### config.mk
export PLATFORM = sky130hd
export DESIGN_NAME = issue_master
export DESIGN_NICKNAME = d
export VERILOG_FILES = /design/src/rtl/issue_pkg.sv /design/src/rtl/issue_slot.sv /design/src/rtl/issue_master.sv
export VERILOG_INCLUDE_DIRS = /design/src /design/src/rtl
export SDC_FILE = /design/constraint.sdc
export NUM_CORES = 1
export LEC_CHECK = 0
export ABC_CLOCK_PERIOD_IN_PS = 6350
export CAP_MARGIN = 20
export CORE_MARGIN = 2
export CORE_UTILIZATION = 28
export CTS_CLUSTER_SIZE = 14
export DETAILED_ROUTE_END_ITERATION = 10
export GPL_TIMING_DRIVEN = 0
export HOLD_SLACK_MARGIN = 0.15
export RECOVER_POWER = 25
export SLEW_MARGIN = 10
export SYNTH_ARGS = -nofsm -noshare
export SYNTH_HDL_FRONTEND = slang
export SYNTH_HIERARCHICAL = 1
export SYNTH_SLANG_ARGS = --single-unit
export TNS_END_PERCENT = 1
### constraint.sdc
create_clock -name clk -period 6.35 [get_ports clk]
set_input_delay 1.27 -clock clk [delete_from_list [all_inputs] [get_ports clk]]
set_output_delay 1.27 -clock clk [all_outputs]
set_load 0.03 [all_outputs]
### src/rtl/instr_dec.vh
// Execution-branch enumeration shared by the sequencer, issuer and commit engine.
`ifndef INSTR_DEC_VH
`define INSTR_DEC_VH

`define N_INSTR_BRANCHES   4
`define INSTR_BRANCH_ALU   0
`define INSTR_BRANCH_MAC   1
`define INSTR_BRANCH_LUT   2
`define INSTR_BRANCH_MEM   3

`endif

### src/rtl/issue_pkg.sv
// Types and helpers shared by the in-order issuer and its per-branch slots.
`include "instr_dec.vh"

package issue_pkg;

  localparam int COMMIT_ID_W = 9;
  localparam int N_BRANCHES  = `N_INSTR_BRANCHES;
  localparam int BRANCH_W    = (N_BRANCHES > 1) ? $clog2(N_BRANCHES) : 1;

  typedef logic [COMMIT_ID_W-1:0] commit_id_t;

  typedef enum logic [1:0] {
    IDLE,
    ISSUE,
    DRAIN
  } issue_state_e;

  // Commit IDs live on a 512-entry ring, so plain subtraction wraps correctly.
  function automatic commit_id_t id_diff(input commit_id_t a, input commit_id_t b);
    return a - b;
  endfunction

endpackage

### src/rtl/issue_slot.sv
// One-entry valid/ready holding register between the issuer and one execution branch.
module issue_slot
  import issue_pkg::*;
#(
  parameter int block_w   = 8,
  parameter int payload_w = 48
) (
  input  logic                 clk,
  input  logic                 reset,
  input  logic                 load_i,
  input  logic                 ready_i,
  input  logic [block_w-1:0]   block_i,
  input  logic [3:0]           dest_i,
  input  commit_id_t           commit_id_i,
  input  logic                 commit_flag_i,
  input  logic [payload_w-1:0] payload_i,
  output logic                 valid_o,
  output logic [block_w-1:0]   block_o,
  output logic [3:0]           dest_o,
  output commit_id_t           commit_id_o,
  output logic                 commit_flag_o,
  output logic [payload_w-1:0] payload_o
);

  logic                 valid_q, valid_d;
  logic [block_w-1:0]   block_q;
  logic [3:0]           dest_q;
  commit_id_t           commit_id_q;
  logic                 commit_flag_q;
  logic [payload_w-1:0] payload_q;

  // A reload in the same cycle as a drain wins, so back-to-back issue keeps valid high.
  always_comb begin
    valid_d = valid_q;
    if (load_i) begin
      valid_d = 1'b1;
    end else if (valid_q && ready_i) begin
      valid_d = 1'b0;
    end
  end

  // NOTE: the data registers are reset too, because the outputs must read zero after reset.
  always_ff @(posedge clk or posedge reset) begin
    if (reset) begin
      valid_q       <= 1'b0;
      block_q       <= '0;
      dest_q        <= '0;
      commit_id_q   <= '0;
      commit_flag_q <= 1'b0;
      payload_q     <= '0;
    end else begin
      valid_q <= valid_d;
      if (load_i) begin
        block_q       <= block_i;
        dest_q        <= dest_i;
        commit_id_q   <= commit_id_i;
        commit_flag_q <= commit_flag_i;
        payload_q     <= payload_i;
      end
    end
  end

  assign valid_o       = valid_q;
  assign block_o       = block_q;
  assign dest_o        = dest_q;
  assign commit_id_o   = commit_id_q;
  assign commit_flag_o = commit_flag_q;
  assign payload_o     = payload_q;

endmodule

### src/rtl/issue_master.sv
// In-order issuer: tags instructions with commit IDs and dispatches them per branch.
// Define ISSUE_OVERRUN_COUNT_EN to add the saturating overrun_count output.
module issue_master
  import issue_pkg::*;
#(
  parameter int data_width      = 16,
  parameter int n_blocks        = 256,
  parameter int payload_width   = 48,
  parameter int max_outstanding = 16
) (
  input  logic                        clk,
  input  logic                        reset,
  input  logic                        enable,
  input  logic                        sample_tick,
  input  logic                        instr_valid,
  output logic                        instr_ready,
  input  logic [BRANCH_W-1:0]         instr_branch,
  input  logic [$clog2(n_blocks)-1:0] instr_block,
  input  logic [3:0]                  instr_dest,
  input  logic                        instr_commit_flag,
  input  logic [payload_width-1:0]    instr_payload,
  input  logic                        instr_last,
  output logic [N_BRANCHES-1:0]       out_valid,
  input  logic [N_BRANCHES-1:0]       out_ready,
  output logic [$clog2(n_blocks)-1:0] out_block [N_BRANCHES],
  output logic [3:0]                  out_dest [N_BRANCHES],
  output commit_id_t                  out_commit_id [N_BRANCHES],
  output logic [N_BRANCHES-1:0]       out_commit_flag,
  output logic [payload_width-1:0]    out_payload [N_BRANCHES],
  input  commit_id_t                  next_commit_id,
  output commit_id_t                  issue_id,
  output commit_id_t                  outstanding,
  output logic                        frame_done,
  output logic                        busy,
  output logic                        overrun
`ifdef ISSUE_OVERRUN_COUNT_EN
  ,
  output logic [15:0]                 overrun_count
`endif
);

  localparam int         BLOCK_W = $clog2(n_blocks);
  localparam commit_id_t MAX_OUT = commit_id_t'(max_outstanding);

  if (max_outstanding < 1 || max_outstanding > 256) begin : g_bad_max_outstanding
    $error("issue_master: max_outstanding must be within 1..256");
  end
  if (payload_width < data_width) begin : g_bad_payload_width
    $error("issue_master: payload_width must hold at least one data_width operand");
  end

  issue_state_e          state_q, state_d;
  commit_id_t            issue_id_q, issue_id_d;
  logic                  overrun_q, overrun_d;
  logic                  frame_done_q, frame_done_d;
  logic                  rdy;
  logic                  room;
  logic                  slots_empty;
  logic                  tick_busy;
  logic [N_BRANCHES-1:0] load;

  assign outstanding = id_diff(issue_id_q, next_commit_id);
  assign room        = outstanding < MAX_OUT;
  assign slots_empty = ~|out_valid;
  // A new sample period while the previous program is still in flight.
  assign tick_busy   = enable && sample_tick && (state_q != IDLE);

  // NOTE: every output of this block gets a default first, so no path can infer a latch.
  always_comb begin
    state_d      = state_q;
    issue_id_d   = issue_id_q;
    overrun_d    = overrun_q || tick_busy;
    frame_done_d = 1'b0;
    rdy          = 1'b0;
    load         = '0;
    case (state_q)
      IDLE: begin
        if (enable && sample_tick) begin
          state_d = ISSUE;
        end
      end
      ISSUE: begin
        rdy = enable && !sample_tick && room &&
              (!out_valid[instr_branch] || out_ready[instr_branch]);
        if (instr_valid && rdy) begin
          load[instr_branch] = 1'b1;
          issue_id_d         = issue_id_q + 1'b1;
          if (instr_last) begin
            state_d = DRAIN;
          end
        end
      end
      DRAIN: begin
        if (enable && slots_empty && (next_commit_id == issue_id_q)) begin
          frame_done_d = 1'b1;
          state_d      = IDLE;
        end
      end
      default: state_d = IDLE;
    endcase
  end

  // NOTE: sequential state uses non-blocking assignments so every register samples pre-edge values.
  always_ff @(posedge clk or posedge reset) begin
    if (reset) begin
      state_q      <= IDLE;
      issue_id_q   <= '0;
      overrun_q    <= 1'b0;
      frame_done_q <= 1'b0;
    end else begin
      state_q      <= state_d;
      issue_id_q   <= issue_id_d;
      overrun_q    <= overrun_d;
      frame_done_q <= frame_done_d;
    end
  end

  for (genvar b = 0; b < N_BRANCHES; b++) begin : g_slot
    issue_slot #(
      .block_w  (BLOCK_W),
      .payload_w(payload_width)
    ) u_slot (
      .clk          (clk),
      .reset        (reset),
      .load_i       (load[b]),
      .ready_i      (out_ready[b]),
      .block_i      (instr_block),
      .dest_i       (instr_dest),
      .commit_id_i  (issue_id_q),
      .commit_flag_i(instr_commit_flag),
      .payload_i    (instr_payload),
      .valid_o      (out_valid[b]),
      .block_o      (out_block[b]),
      .dest_o       (out_dest[b]),
      .commit_id_o  (out_commit_id[b]),
      .commit_flag_o(out_commit_flag[b]),
      .payload_o    (out_payload[b])
    );
  end

`ifdef ISSUE_OVERRUN_COUNT_EN
  logic [15:0] ovr_cnt_q;

  always_ff @(posedge clk or posedge reset) begin
    if (reset) begin
      ovr_cnt_q <= '0;
    end else if (tick_busy && (ovr_cnt_q != 16'hFFFF)) begin
      ovr_cnt_q <= ovr_cnt_q + 16'd1;
    end
  end

  assign overrun_count = ovr_cnt_q;
`endif

  assign instr_ready = rdy;
  assign issue_id    = issue_id_q;
  assign frame_done  = frame_done_q;
  assign busy        = (state_q != IDLE);
  assign overrun     = overrun_q;

endmodule

; ---- After elaboration in Yosys (flattened, before gate mapping)
; Cells that the tools add are included.
[word_totals]
wordCells = 91
in_bits = 82
out_inout_bits = 306
latchBits = 0
rom_bits = 0
mem_bits_rw = 0
mem_count = 0
register_bits = 297
[op_classes]
shift = 0
muxes = 24
n_lt_le_gt_ge = 3
div_mod_pow = 0
n_mul = 0
n_eq_ne = 7
n_bitwise = 0
add_sub_neg = 2
reduce_logical = 27
[op_table]
columns = operator, count
row1 = $mux 1, 14
row2 = $logic_and 1x1->1, 13
row3 = $reduce_bool 2->1, 5
row4 = $add 9x1->9 const B, 1
row5 = $eq 9x9->1, 1
row6 = $lt 9x5->1 const B, 1
row7 = $sub 9x9->9, 1
row8 = $mux 2, 4
row9 = $mux 4, 2
row10 = $ne 2x2->1 const B, 4
row11 = $pmux 2 s3, 1
row12 = $bmux 1 s2, 2
row13 = $reduce_and 4->1, 1
row14 = $reduce_or 4->1, 1
row15 = $logic_not 1->1, 3
row16 = $lt 2x3->1 const B, 1
row17 = $demux 1 s2, 1
row18 = $eq 2x1->1 const B, 1
row19 = $eq 2x2->1 const B, 1
row20 = $ge 2x1->1 const B, 1
row21 = $logic_not 2->1, 1
row22 = $logic_or 1x1->1, 2
row23 = $reduce_and 2->1, 1

; ---- Longest topological paths before layout
; Gate-level depths: netlist of the first run.
[logic_depth]
word_depth = 9
ltp_mapped = 14
ltp_nobuf = 11

; ---- By module
; Netlist of the first run, hierarchy kept.
[by_module_without_submodules]
columns = mod, instances, cells_each, seq_area_each_um2, area_each_um2
row1 = issue_slot, 4, 152, 1776.7, 2990.4
row2 = issue_master, 1, 138, 325.3, 1213.7

; ---- Least setup slack after synthesis of the first run
; OpenSTA, ideal clock, no wires.
[synth_timing]
kind = in2out
start = in next_commit_id[0]
end = out instr_ready
t_required_ps = 5080
t_arrival_ps = 3932
path_stages = 8
n_path_buf = 0
slack_ps = 1148
path_cell_list = ha_1 fa_1 or2b_1 a21oi_1 o311ai_1 o21ba_1 nand3_2 nor3b_1
[synth_between]
elab_chain_cells = 5
[synth_lines]
columns = element, line
row1 = start: declaration, issue_master.sv:30  ; input commit_id_t next_commit_id,
row2 = $sub 9x9->9, issue_pkg.sv:20  ; return a - b;
row3 = via outstanding[6], issue_master.sv:32  ; output commit_id_t outstanding,
row4 = $lt 9x5->1, issue_master.sv:63  ; assign room = outstanding < MAX_OUT;
row5 = $logic_and 1x1->1 (2 in series), issue_master.sv:83  ; rdy = enable && !sample_tick && room &&
row6 = $mux 1, issue_master.sv:76  ; case (state_q)
row7 = end: declaration, issue_master.sv:16  ; output logic instr_ready,
; The timed path passes the listed nets, and every way through them passes these cells.

; ---- Final worst setup path of the first run
[layout_timing]
start = in next_commit_id[0]
end = out instr_ready
[layout_between]
elab_chain_cells = 5
[layout_lines]
columns = element, line
row1 = $sub 9x9->9, issue_pkg.sv:20
row2 = $lt 9x5->1, issue_master.sv:63
row3 = $logic_and 1x1->1 (2 in series), issue_master.sv:83
row4 = $mux 1, issue_master.sv:76
; Every way passes these cells.

==> run_results.csv, run 1 <==
group,metric,value,unit
status,status,"finished, violations left",
status,failed_checks,"max-capacitance violations, max-slew violations",
setup_path,start_kind,"input port",
power_and_ir_drop,ir_drop,0.176,mV
clock_network,htree_num_levels,2,
timing,achievable-frequency,173,MHz
timing,fin_setup_tns,0,ns
setup_path,timing.critical_path.arrival,4.50,ns
detailed_routing,routedWlPerCell,21.6,um
global_routing,overflow,0,
synthesis,synth_enable_flop_cells,0,
detailed_routing,final_wl,39000,um
synthesis,post_synth.cell_area_avg,17.7,um2
clock_network,cts.reportedPaths.clkPinSlew,0.05,ns
timing,setup_viol,0,
cells_and_area,insertedDiodeCount,0,
setup_path,critical_path_peak_fanout,7,
placement,dp_hpwl,26700,um
clock_network,cts.sink_count,297,
detailed_routing,drc_errors,0,
cells_and_area,multiInputGateArea,5030,um2
setup_path,setup.worst_path.end_class,"output port",
job,drv_cap,6,
synthesis,synth_nets,838,
synthesis,synth_top_cells_by_count,"297 x sky130_fd_sc_hd__dfrtp_1, 276 x sky130_fd_sc_hd__mux2_4, 28 x sky130_fd_sc_hd__buf_12",
clock_network,cts_inserted_buffers,37,
power_and_ir_drop,cellPowerDensity,251,nW/um2
setup_path,worst_ep_required_time,5.08,ns
die,dieArea,48800,um2
worst_hold_path,path_type_of_the_worst_min_delay_path,"flop to flop",
global_routing,grt_antenna_before_repair,0,
timing,worst_slew_pin_slew,3.03,ns
synthesis,most_instantiated_library_cell_after_synthesis,"sky130_fd_sc_hd__dfrtp_1",
timing,final_max_slew_viol_count,220,
synthesis,yosys.area.top_type_share,0.564,
timing,worst_slew_margin_rel,-1.02,
timing,hold_viol,0,
detailed_routing,detail_route.first_pass.iterations,4,
die,initial_core_util,0.284,
synthesis,synth_area,13200,um2
die,design.portCount,388,
global_routing,grt_pass1_wl,58800,um
synthesis,post-synth-top-area-cell,"sky130_fd_sc_hd__dfrtp_1",
die,die_boundary_width,221,um
timing,period_share,0.908,
cells_and_area,layout.area.seq,7430,um2
cells_and_area,fraction_of_layout_cells_with_a_size_suffix_above_1,0.325,
clock_network,post_cts.repair.setup_buffers,0,
synthesis,ys_types,51,
synthesis,synth.area.top_cells,"sky130_fd_sc_hd__dfrtp_1 56%, sky130_fd_sc_hd__mux2_4 31%, sky130_fd_sc_hd__buf_12 4.3%",
clock_network,tritoncts,"built",
synthesis,synth_ff_type,"sky130_fd_sc_hd__dfrtp_1",
timing,min_period,5.77,ns
placement,placed_instances,1744,
global_routing,grt_start_max_net_pins,44,
synthesis,synth_cells,746,
timing,rsz_0062_raised_after_global_routing,"false",
die,placementRows,79,
global_routing,first_global_vias,8689,
detailed_routing,antenna_violating_nets_post_route,0,
clock_network,clkLatencyLatePin,0.53,ns
cells_and_area,total_of_fill_cells_in_the_finished_design,4379,
cells_and_area,syn2layout_area_growth,45.0,%
synthesis,synth.yosys.seq_area_share,0.564,
cells_and_area,final_cells,1807,
synthesis,ys.warnings.count,6,
placement,routability_congestion_estimate_from_global_placement,0.801,
detailed_routing,drt-initial-drc-count,315,
clock_network,cts_repair_resize_count,0,
clock_network,cts_max_path_buffers,3,
timing,setup_skew_after_layout,0.0133,ns
detailed_routing,routed-via-count,7887,
synthesis,async_flop_share,1.00,
setup_path,path_class,"input port to output port",
die,chipHeight,221,um
clock_network,root_buffer,"sky130_fd_sc_hd__clkbuf_16",
synthesis,ys_seq_elements,297,
clock_network,cts-hold-fix-buffers,0,
detailed_routing,drt-vias-per-instance,4.36,
cells_and_area,num-nets-final,1268,
die,placeableCoreArea,46500,um2
global_routing,track_usage,0.159,
power_and_ir_drop,total_leakage_power,8.63,nW
placement,place.port_buffers,387,
[area by class of cell]
type	count	area share
Tap cell	607	0.0397
Buffer	33	0.0323
Timing Repair Buffer	391	0.206
Multi-Input combinational cell	391	0.263
Clock inverter	14	0.0106
Clock buffer	49	0.0540
Sequential cell	297	0.389
Inverter	25	0.00517
[critical path, cell delays in order]
cell,delay [ns]
sky130_fd_sc_hd__clkdlybuf4s50_1,0.40
sky130_fd_sc_hd__ha_1,0.22
sky130_fd_sc_hd__fa_1,0.40
sky130_fd_sc_hd__or2b_1,0.26
sky130_fd_sc_hd__a21oi_1,0.27
sky130_fd_sc_hd__a21oi_1,0.14
sky130_fd_sc_hd__xnor2_1,0.33
sky130_fd_sc_hd__nand3_2,0.22
sky130_fd_sc_hd__nor3b_1,0.25
sky130_fd_sc_hd__clkdlybuf4s50_1,0.73
[cell families after synthesis]
kind of cell / after synthesis / synth area share
fa+ha+maj: 10 / 0.0101
simple gates: 61 / 0.0296
mux: 280 / 0.318
buf+inv: 58 / 0.0539
xor+xnor: 13 / 0.00921
flops: 297 / 0.564
compound gates: 27 / 0.0151
[report_power, final]
part           total [mW]  internal (mW)  leakage, nW  switching [mW]
clock                2.15           1.34        0.612           0.812
combinational       0.636          0.290         3.91           0.346
sequential           2.01           1.96         4.11          0.0533
total                4.80           3.59         8.63            1.21
[registers in the layout, indices dropped and copies added, names as in the netlist, 2 cells and up]
| signal | cells |
|---|---|
| state_q | 2 |
| g_slot.u_slot/commit_flag_o | 4 |
| g_slot.u_slot/dest_o | 16 |
| g_slot.u_slot/block_o | 32 |
| g_slot.u_slot/payload_o | 192 |
| g_slot.u_slot/commit_id_o | 36 |
| issue_id | 9 |
| g_slot.u_slot/valid_o | 4 |
[through the flow]
stage	hold slack [ns]	setup WS (ns)	total power, mW	area (um2)	utilization
after floorplan	0.493	1.15	2.37	13200	-
after CTS	0.500	0.587	4.90	19200	0.412
after global routing	0.520	0.318	5.00	19100	0.411
after detailed placement	0.480	0.624	2.69	17900	0.386
final	0.500	0.583	4.80	19100	0.411
after global placement	0.493	0.571	2.68	17800	0.383
[final timing paths]
check	from	endpoint	depth (start not counted)	slack, ns
min in group asynchronous	reset	issue_id[4]$_DFFE_PP0P_	2	1.34
max	next_commit_id[0]	instr_ready	10	0.58
min	overrun$_DFF_PP0_	overrun$_DFF_PP0_	1	0.50
min reg2reg	overrun$_DFF_PP0_	overrun$_DFF_PP0_	1	0.50
max reg2reg	issue_id[0]$_DFFE_PP0P_	g_slot[1].u_slot/payload_o[34]$_DFFE_PP0P_	14	2.48
max in group asynchronous	reset	g_slot[3].u_slot/block_o[4]$_DFFE_PP0P_	3	1.14
[placed cells by master, fill, tap and decap left out, drive strengths merged, types with 2 or more instances in the layout]
master / n
clkdlybuf4s50: 385
dfrtp: 297
mux2: 280
clkbuf: 51
buf: 35
inv: 21
nor2: 11
ha: 9
xnor2: 9
clkinv: 9
nand2: 8
a21oi: 7
a21o: 5
nor3b: 5
bufinv: 5
nand3: 5
xor2: 4
o21ai: 4
nand3b: 4
clkinvlp: 4
nor3: 4
nand2b: 3
and3: 3
nand4: 3
or3: 2
nor4: 2
dlygate4sd3: 2
and3b: 2
[routing by layer]
metal	GRT usage	part of all wire	vias to the layer above
li1	-	-	3510
met1	0.210	0.44	4040
met2	0.256	0.47	284
met3	0.0412	0.062	53
met4	0.0446	0.022	0
met5	0	0	-
No activity file was read; power rests on OpenSTA's default activity.
==> inputs of run 2 (changes only) <==
--- a/config.mk
+++ b/config.mk
@@ -10,10 +10,12 @@
 export CAP_MARGIN = 20
 export CORE_MARGIN = 2
 export CORE_UTILIZATION = 28
+export CTS_BUF_LIST = sky130_fd_sc_hd__clkbuf_4
 export CTS_CLUSTER_SIZE = 14
 export DETAILED_ROUTE_END_ITERATION = 10
 export GPL_TIMING_DRIVEN = 0
 export HOLD_SLACK_MARGIN = 0.15
+export MAX_ROUTING_LAYER = met4
 export RECOVER_POWER = 25
 export SLEW_MARGIN = 10
 export SYNTH_ARGS = -nofsm -noshare
==> run_results.csv, run 2 (synthesis gave the netlist of run 1 again) <==
group,metric,value,unit
timing,achievable-frequency,174,MHz
timing,setup_viol,0,
timing,worst_slew_pin_slew,3.02,ns
clock_network,clkLatencyLatePin,0.77,ns
status,status,"finished, violations left",
setup_path,start_kind,"input port",
die,placeableCoreArea,46500,um2
global_routing,track_usage,0.167,
setup_path,sum_of_buffers_and_inverters_on_the_critical_path,2,
die,initial_core_util,0.284,
cells_and_area,final_cell_area,19000,um2
detailed_routing,final_wl,39500,um
setup_path,critical_path_peak_fanout,7,
power_and_ir_drop,power.switching,1.24,mW
power_and_ir_drop,sw_frac_of_total,0.272,
timing,final_max_slew_viol_count,296,
timing,period_share,0.907,
placement,placed_instances,1744,
setup_path,timing.critical_path.arrival,4.49,ns
job,drv_cap,8,
clock_network,cts.reportedPaths.clkPinSlew,0.06,ns
cells_and_area,largest_register_ffs,192,
global_routing,overflow,0,
clock_network,root_buffer,"sky130_fd_sc_hd__clkbuf_4",
power_and_ir_drop,total_leakage_power,8.68,nW
power_and_ir_drop,power_frac_clock,0.418,
worst_hold_path,path_type_of_the_worst_min_delay_path,"flop to flop",
global_routing,grt_start_max_net_pins,44,
timing,rsz_0062_raised_after_global_routing,"false",
cells_and_area,total_of_fill_cells_in_the_finished_design,4436,
die,placementRows,79,
placement,place.port_buffers,387,
cells_and_area,most_common_library_cell_in_the_layout_ignoring_fill_and_taps,"sky130_fd_sc_hd__clkdlybuf4s50_1",
status,failed_checks,"max-capacitance violations, max-slew violations",
power_and_ir_drop,ir_drop,0.136,mV
timing,hold_viol,0,
cells_and_area,final_cells,1899,
setup_path,timing.critical_path.slowest_stage_cell,"sky130_fd_sc_hd__clkdlybuf4s50_1",
setup_path,timing.critical_path.cells,"clkdlybuf4s50_1 -> ha_1 -> fa_1 -> or2b_1 -> a21oi_1 -> o311ai_1 -> o21ba_1 -> nand3_2 -> nor3b_1 -> clkdlybuf4s50_1",
die,chipHeight,221,um
detailed_routing,routedWlPerCell,20.8,um
timing,fin_setup_tns,0,ns
cells_and_area,layout_common_cells,"385 x sky130_fd_sc_hd__clkdlybuf4s50_1, 297 x sky130_fd_sc_hd__dfrtp_1, 276 x sky130_fd_sc_hd__mux2_4, 132 x sky130_fd_sc_hd__clkbuf_4, 28 x sky130_fd_sc_hd__buf_12",
placement,routability_congestion_estimate_from_global_placement,0.813,
cells_and_area,fraction_of_layout_cells_with_a_size_suffix_above_1,0.366,
clock_network,cts-hold-fix-buffers,0,
clock_network,htree_num_levels,3,
detailed_routing,antenna_violating_nets_post_route,0,
cells_and_area,num-nets-final,1315,
clock_network,cts_inserted_buffers,84,
power_and_ir_drop,power.share.combinational,0.139,
placement,placedInstanceArea,17900,um2
timing,min_period,5.76,ns
global_routing,grt_pass1_wl,59500,um
timing,worst_slew_margin_rel,-1.01,
die,design.portCount,388,
detailed_routing,drt-vias-per-instance,4.32,
clock_network,cts_repair_resize_count,0,
cells_and_area,syn2layout_area_growth,44.2,%
setup_path,setup.worst_path.end_class,"output port",
clock_network,tritoncts,"built",
power_and_ir_drop,cellPowerDensity,239,nW/um2
detailed_routing,drc_errors,0,
placement,dp_hpwl,26700,um
detailed_routing,drt-initial-drc-count,306,
setup_path,cpPeakStageDelay,0.73,ns
clock_network,cts_max_path_buffers,3,
detailed_routing,routed-via-count,8208,
clock_network,cts.sink_count,297,
power_and_ir_drop,sequentialPowerShare,0.442,
setup_path,worst_path_most_repeated_cell,"sky130_fd_sc_hd__clkdlybuf4s50_1",
global_routing,grt_antenna_before_repair,2,
detailed_routing,detail_route.first_pass.iterations,6,
die,dieArea,48800,um2
clock_network,post_cts.repair.setup_buffers,0,
timing,setup_skew_after_layout,0.0373,ns
global_routing,first_global_vias,9106,
setup_path,path_class,"input port to output port",
die,die_boundary_width,221,um
power_and_ir_drop,p_int,3.31,mW
setup_path,critical-path-top-delay-family,"buffers and inverters",
setup_path,worst_ep_required_time,5.08,ns
==> run 2: cell types whose count changed in the layout (fill, tap and decap cells not counted), moves of 4 or more <==
cell	before	now
sky130_fd_sc_hd__clkinv_1	0	12
sky130_fd_sc_hd__clkinv_2	7	2
sky130_fd_sc_hd__clkbuf_8	6	0
sky130_fd_sc_hd__clkbuf_16	37	0
sky130_fd_sc_hd__clkbuf_4	0	132
sky130_fd_sc_hd__clkbuf_1	8	4
==> run 2: routing by layer <==
layer  part of all wire  track usage
met1               0.44        0.208
met5                  0            -
met3              0.065       0.0497
met2               0.47        0.257
met4              0.019       0.0589
==> run 2: path summary, 6_finish.rpt <==
kind | start | end | slack, ns | cells after the start
setup / recovery | next_commit_id[0] | instr_ready | 0.59 | 10
hold / removal | overrun$_DFF_PP0_ | overrun$_DFF_PP0_ | 0.50 | 1
setup reg to reg | issue_id[0]$_DFFE_PP0P_ | g_slot[1].u_slot/payload_o[29]$_DFFE_PP0P_ | 2.42 | 14
hold reg to reg | overrun$_DFF_PP0_ | overrun$_DFF_PP0_ | 0.50 | 1
max in group asynchronous | reset | g_slot[3].u_slot/payload_o[16]$_DFFE_PP0P_ | 1.36 | 3
min in group asynchronous | reset | overrun$_DFF_PP0_ | 1.10 | 2
==> run 2: power by group through the flow <==
| stage | registers (mW) | clock network [mW] | logic, mW |
|---|---|---|---|
| 5_1_grt | 2.02 | 2.10 | 0.668 |
| 3_3_place_gp | 2.04 | 0 | 0.635 |
| 3_5_place_dp | 2.04 | 0 | 0.647 |
| 4_1_cts | 2.01 | 2.00 | 0.651 |
| 6_report | 2.01 | 1.90 | 0.633 |
| 2_1_floorplan | 2.16 | 0 | 0.214 |
==> run 2: worst reg2reg max path: cells and delay by family, from the launching register on <==
kind	cells	cell delay, ns
buffers and inverters	4	0.80
AND/OR/NAND/NOR	4	0.67
adder cells (fa/ha/maj)	2	0.63
flip-flops	1	0.58
AO/OA/AOI/OAI	3	0.78
multiplexers	1	0.32
==> run 2: area by class of cell <==
type,instances,area [um2],share of cell area
multi-input combinational,391,5030,0.265
clock buffer,132,991,0.0522
buffer,33,617,0.0325
tap,607,759,0.0400
sequential,297,7430,0.391
clock inverter,21,168,0.00883
inverter,25,98.8,0.00520
timing repair buffer,391,3890,0.205
antenna,2,5.00,0.000264
==> run 2: metrics by stage <==
| stage | setup slack (ns) | hold slack [ns] | total power [mW] | util |
|---|---|---|---|---|
| after floorplan | 1.15 | 0.493 | 2.37 | - |
| after global placement | 0.571 | 0.493 | 2.68 | 0.383 |
| after detailed placement | 0.624 | 0.480 | 2.69 | 0.386 |
| after CTS | 0.594 | 0.502 | 4.66 | 0.411 |
| after global routing | 0.379 | 0.521 | 4.79 | 0.409 |
| final | 0.589 | 0.502 | 4.54 | 0.409 |
==> inputs of run 3 (changes only) <==
--- a/config.mk
+++ b/config.mk
@@ -8,11 +8,11 @@
 export LEC_CHECK = 0
 export ABC_CLOCK_PERIOD_IN_PS = 6350
 export CAP_MARGIN = 20
-export CORE_MARGIN = 2
 export CORE_UTILIZATION = 28
 export CTS_BUF_LIST = sky130_fd_sc_hd__clkbuf_4
 export CTS_CLUSTER_SIZE = 14
 export DETAILED_ROUTE_END_ITERATION = 10
+export DONT_BUFFER_PORTS = 1
 export GPL_TIMING_DRIVEN = 0
 export HOLD_SLACK_MARGIN = 0.15
 export MAX_ROUTING_LAYER = met4
==> run_results.csv, run 3 (synthesis gave the netlist of run 1 again) <==
group,metric,value,unit
status,status,"finished, violations left",
status,failed_checks,"max-capacitance violations, max-slew violations",
die,initial_core_util,0.284,
cells_and_area,largest_register_ffs,192,
clock_network,cts_inserted_buffers,85,
power_and_ir_drop,total_leakage_power,7.25,nW
timing,setup_skew_after_layout,0.0359,ns
setup_path,critical_path_peak_fanout,8,
setup_path,worst_ep_required_time,5.08,ns
cells_and_area,fraction_of_layout_cells_with_a_size_suffix_above_1,0.515,
detailed_routing,drt-vias-per-instance,4.56,
die,die_boundary_width,219,um
power_and_ir_drop,cellPowerDensity,277,nW/um2
setup_path,timing.critical_path.cells,"inv_1 -> ha_1 -> fa_1 -> or2b_1 -> a21oi_1 -> xor2_1 -> a211oi_2 -> nand3_2 -> nor3b_1",
global_routing,grt_antenna_before_repair,1,
die,dieArea,47900,um2
cells_and_area,total_of_fill_cells_in_the_finished_design,4568,
detailed_routing,routedWlPerCell,24.1,um
setup_path,critical-path-top-delay-family,"simple AND/OR/NAND/NOR gates",
cells_and_area,layout_common_cells,"297 x sky130_fd_sc_hd__dfrtp_1, 276 x sky130_fd_sc_hd__mux2_4, 119 x sky130_fd_sc_hd__clkbuf_4, 28 x sky130_fd_sc_hd__buf_12, 21 x sky130_fd_sc_hd__inv_1",
detailed_routing,drc_errors,0,
worst_hold_path,path_type_of_the_worst_min_delay_path,"input port to async pin",
global_routing,track_usage,0.155,
cells_and_area,num-nets-final,931,
detailed_routing,routed-via-count,6861,
timing,min_period,5.95,ns
global_routing,grt_start_max_net_pins,50,
detailed_routing,final_wl,36200,um
timing,achievable-frequency,168,MHz
clock_network,clkLatencyLatePin,0.79,ns
clock_network,cts_repair_resize_count,0,
detailed_routing,detail_route.first_pass.iterations,4,
setup_path,ff2ff_setup_slack,2.00,ns
die,placementRows,79,
placement,placedInstanceArea,14100,um2
job,drv_cap,7,
placement,dp_hpwl,24200,um
power_and_ir_drop,ir_drop,0.123,mV
clock_network,root_buffer,"sky130_fd_sc_hd__clkbuf_4",
setup_path,setup.worst_path.end_class,"output port",
clock_network,post_cts.repair.setup_buffers,0,
global_routing,grt_use_met1,0.182,
clock_network,cts.reportedPaths.clkPinSlew,0.06,ns
setup_path,timing.critical_path.arrival,4.68,ns
global_routing,globalRoute.busiestLayer,"met2",
timing,period_share,0.937,
cells_and_area,most_common_library_cell_in_the_layout_ignoring_fill_and_taps,"sky130_fd_sc_hd__dfrtp_1",
die,design.portCount,388,
clock_network,tritoncts,"built",
clock_network,cts-hold-fix-buffers,0,
clock_network,htree_num_levels,3,
timing,setup_viol,0,
cells_and_area,final_cell_area,15000,um2
die,placeableCoreArea,46500,um2
setup_path,start_kind,"flop",
global_routing,grt_pass1_wl,52300,um
placement,place.port_buffers,0,
timing,worst_slew_margin_rel,-1.27,
setup_path,timing.critical_path.slowest_stage_cell,"sky130_fd_sc_hd__nor3b_1",
global_routing,overflow,0,
timing,fin_setup_tns,0,ns
clock_network,cts_max_path_buffers,3,
setup_path,path_class,"flop to output port",
global_routing,first_global_vias,7597,
clock_network,cts.sink_count,297,
placement,routability_congestion_estimate_from_global_placement,0.811,
cells_and_area,syn2layout_area_growth,13.8,%
detailed_routing,drt-initial-drc-count,224,
timing,final_max_slew_viol_count,272,
global_routing,use_met2,0.235,
die,chipHeight,219,um
timing,rsz_0062_raised_after_global_routing,"false",
timing,worst_slew_pin_slew,3.41,ns
timing,hold_viol,0,
setup_path,cpPeakStageDelay,0.90,ns
setup_path,sum_of_buffers_and_inverters_on_the_critical_path,1,
global_routing,gr-usage-met3,0.0588,
detailed_routing,antenna_violating_nets_post_route,0,
## run 3: where the power goes
group	switching, mW	total [mW]	internal, mW
sequential	0.203	2.16	1.95
combinational	0.143	0.257	0.114
clock	0.832	1.74	0.904
## run 3: stage by stage
stage / worst slack, ns / std cells / total power [mW] / hold WS [ns] / util
2_1_floorplan: 1.15 / 746 / 2.37 / 0.493 / -
3_3_place_gp: 0.774 / 1353 / 2.45 / 0.526 / 0.300
3_5_place_dp: 0.912 / 1359 / 2.46 / 0.532 / 0.303
4_1_cts: 0.244 / 1504 / 4.26 / 0.231 / 0.325
5_1_grt: 0.103 / 1505 / 4.38 / 0.352 / 0.323
6_report: 0.403 / 1505 / 4.15 / 0.417 / 0.323
## run 3: path summary, 6_finish.rpt
path / depth (start not counted) / to / startpoint
min reg2reg: 1 / state_q[0]$_DFFE_PP0P_ / state_q[1]$_DFFE_PP0P_
max reg2reg: 13 / g_slot[3].u_slot/payload_o[34]$_DFFE_PP0P_ / issue_id[0]$_DFFE_PP0P_
min: 1 / state_q[1]$_DFFE_PP0P_ / reset
max in group asynchronous: 2 / g_slot[1].u_slot/payload_o[26]$_DFFE_PP0P_ / reset
max: 9 / instr_ready / issue_id[0]$_DFFE_PP0P_
min in group clk: 1 / state_q[0]$_DFFE_PP0P_ / state_q[1]$_DFFE_PP0P_
## run 3: layer usage
layer	vias to the layer above	routed length [um]
met3	50	3490
li1	2856	-
met2	336	17200
met5	-	0
met1	3619	14800
met4	0	745
## run 3: cell type report
type	instances	area, um2	share of cell area
timing repair buffer	6	23.8	0.00159
tap	607	759	0.0506
sequential	297	7430	0.496
clock buffer	119	893	0.0596
inverter	25	98.8	0.00659
buffer	33	617	0.0411
clock inverter	26	138	0.00918
multi-input combinational	391	5030	0.336
antenna	1	2.50	0.000167
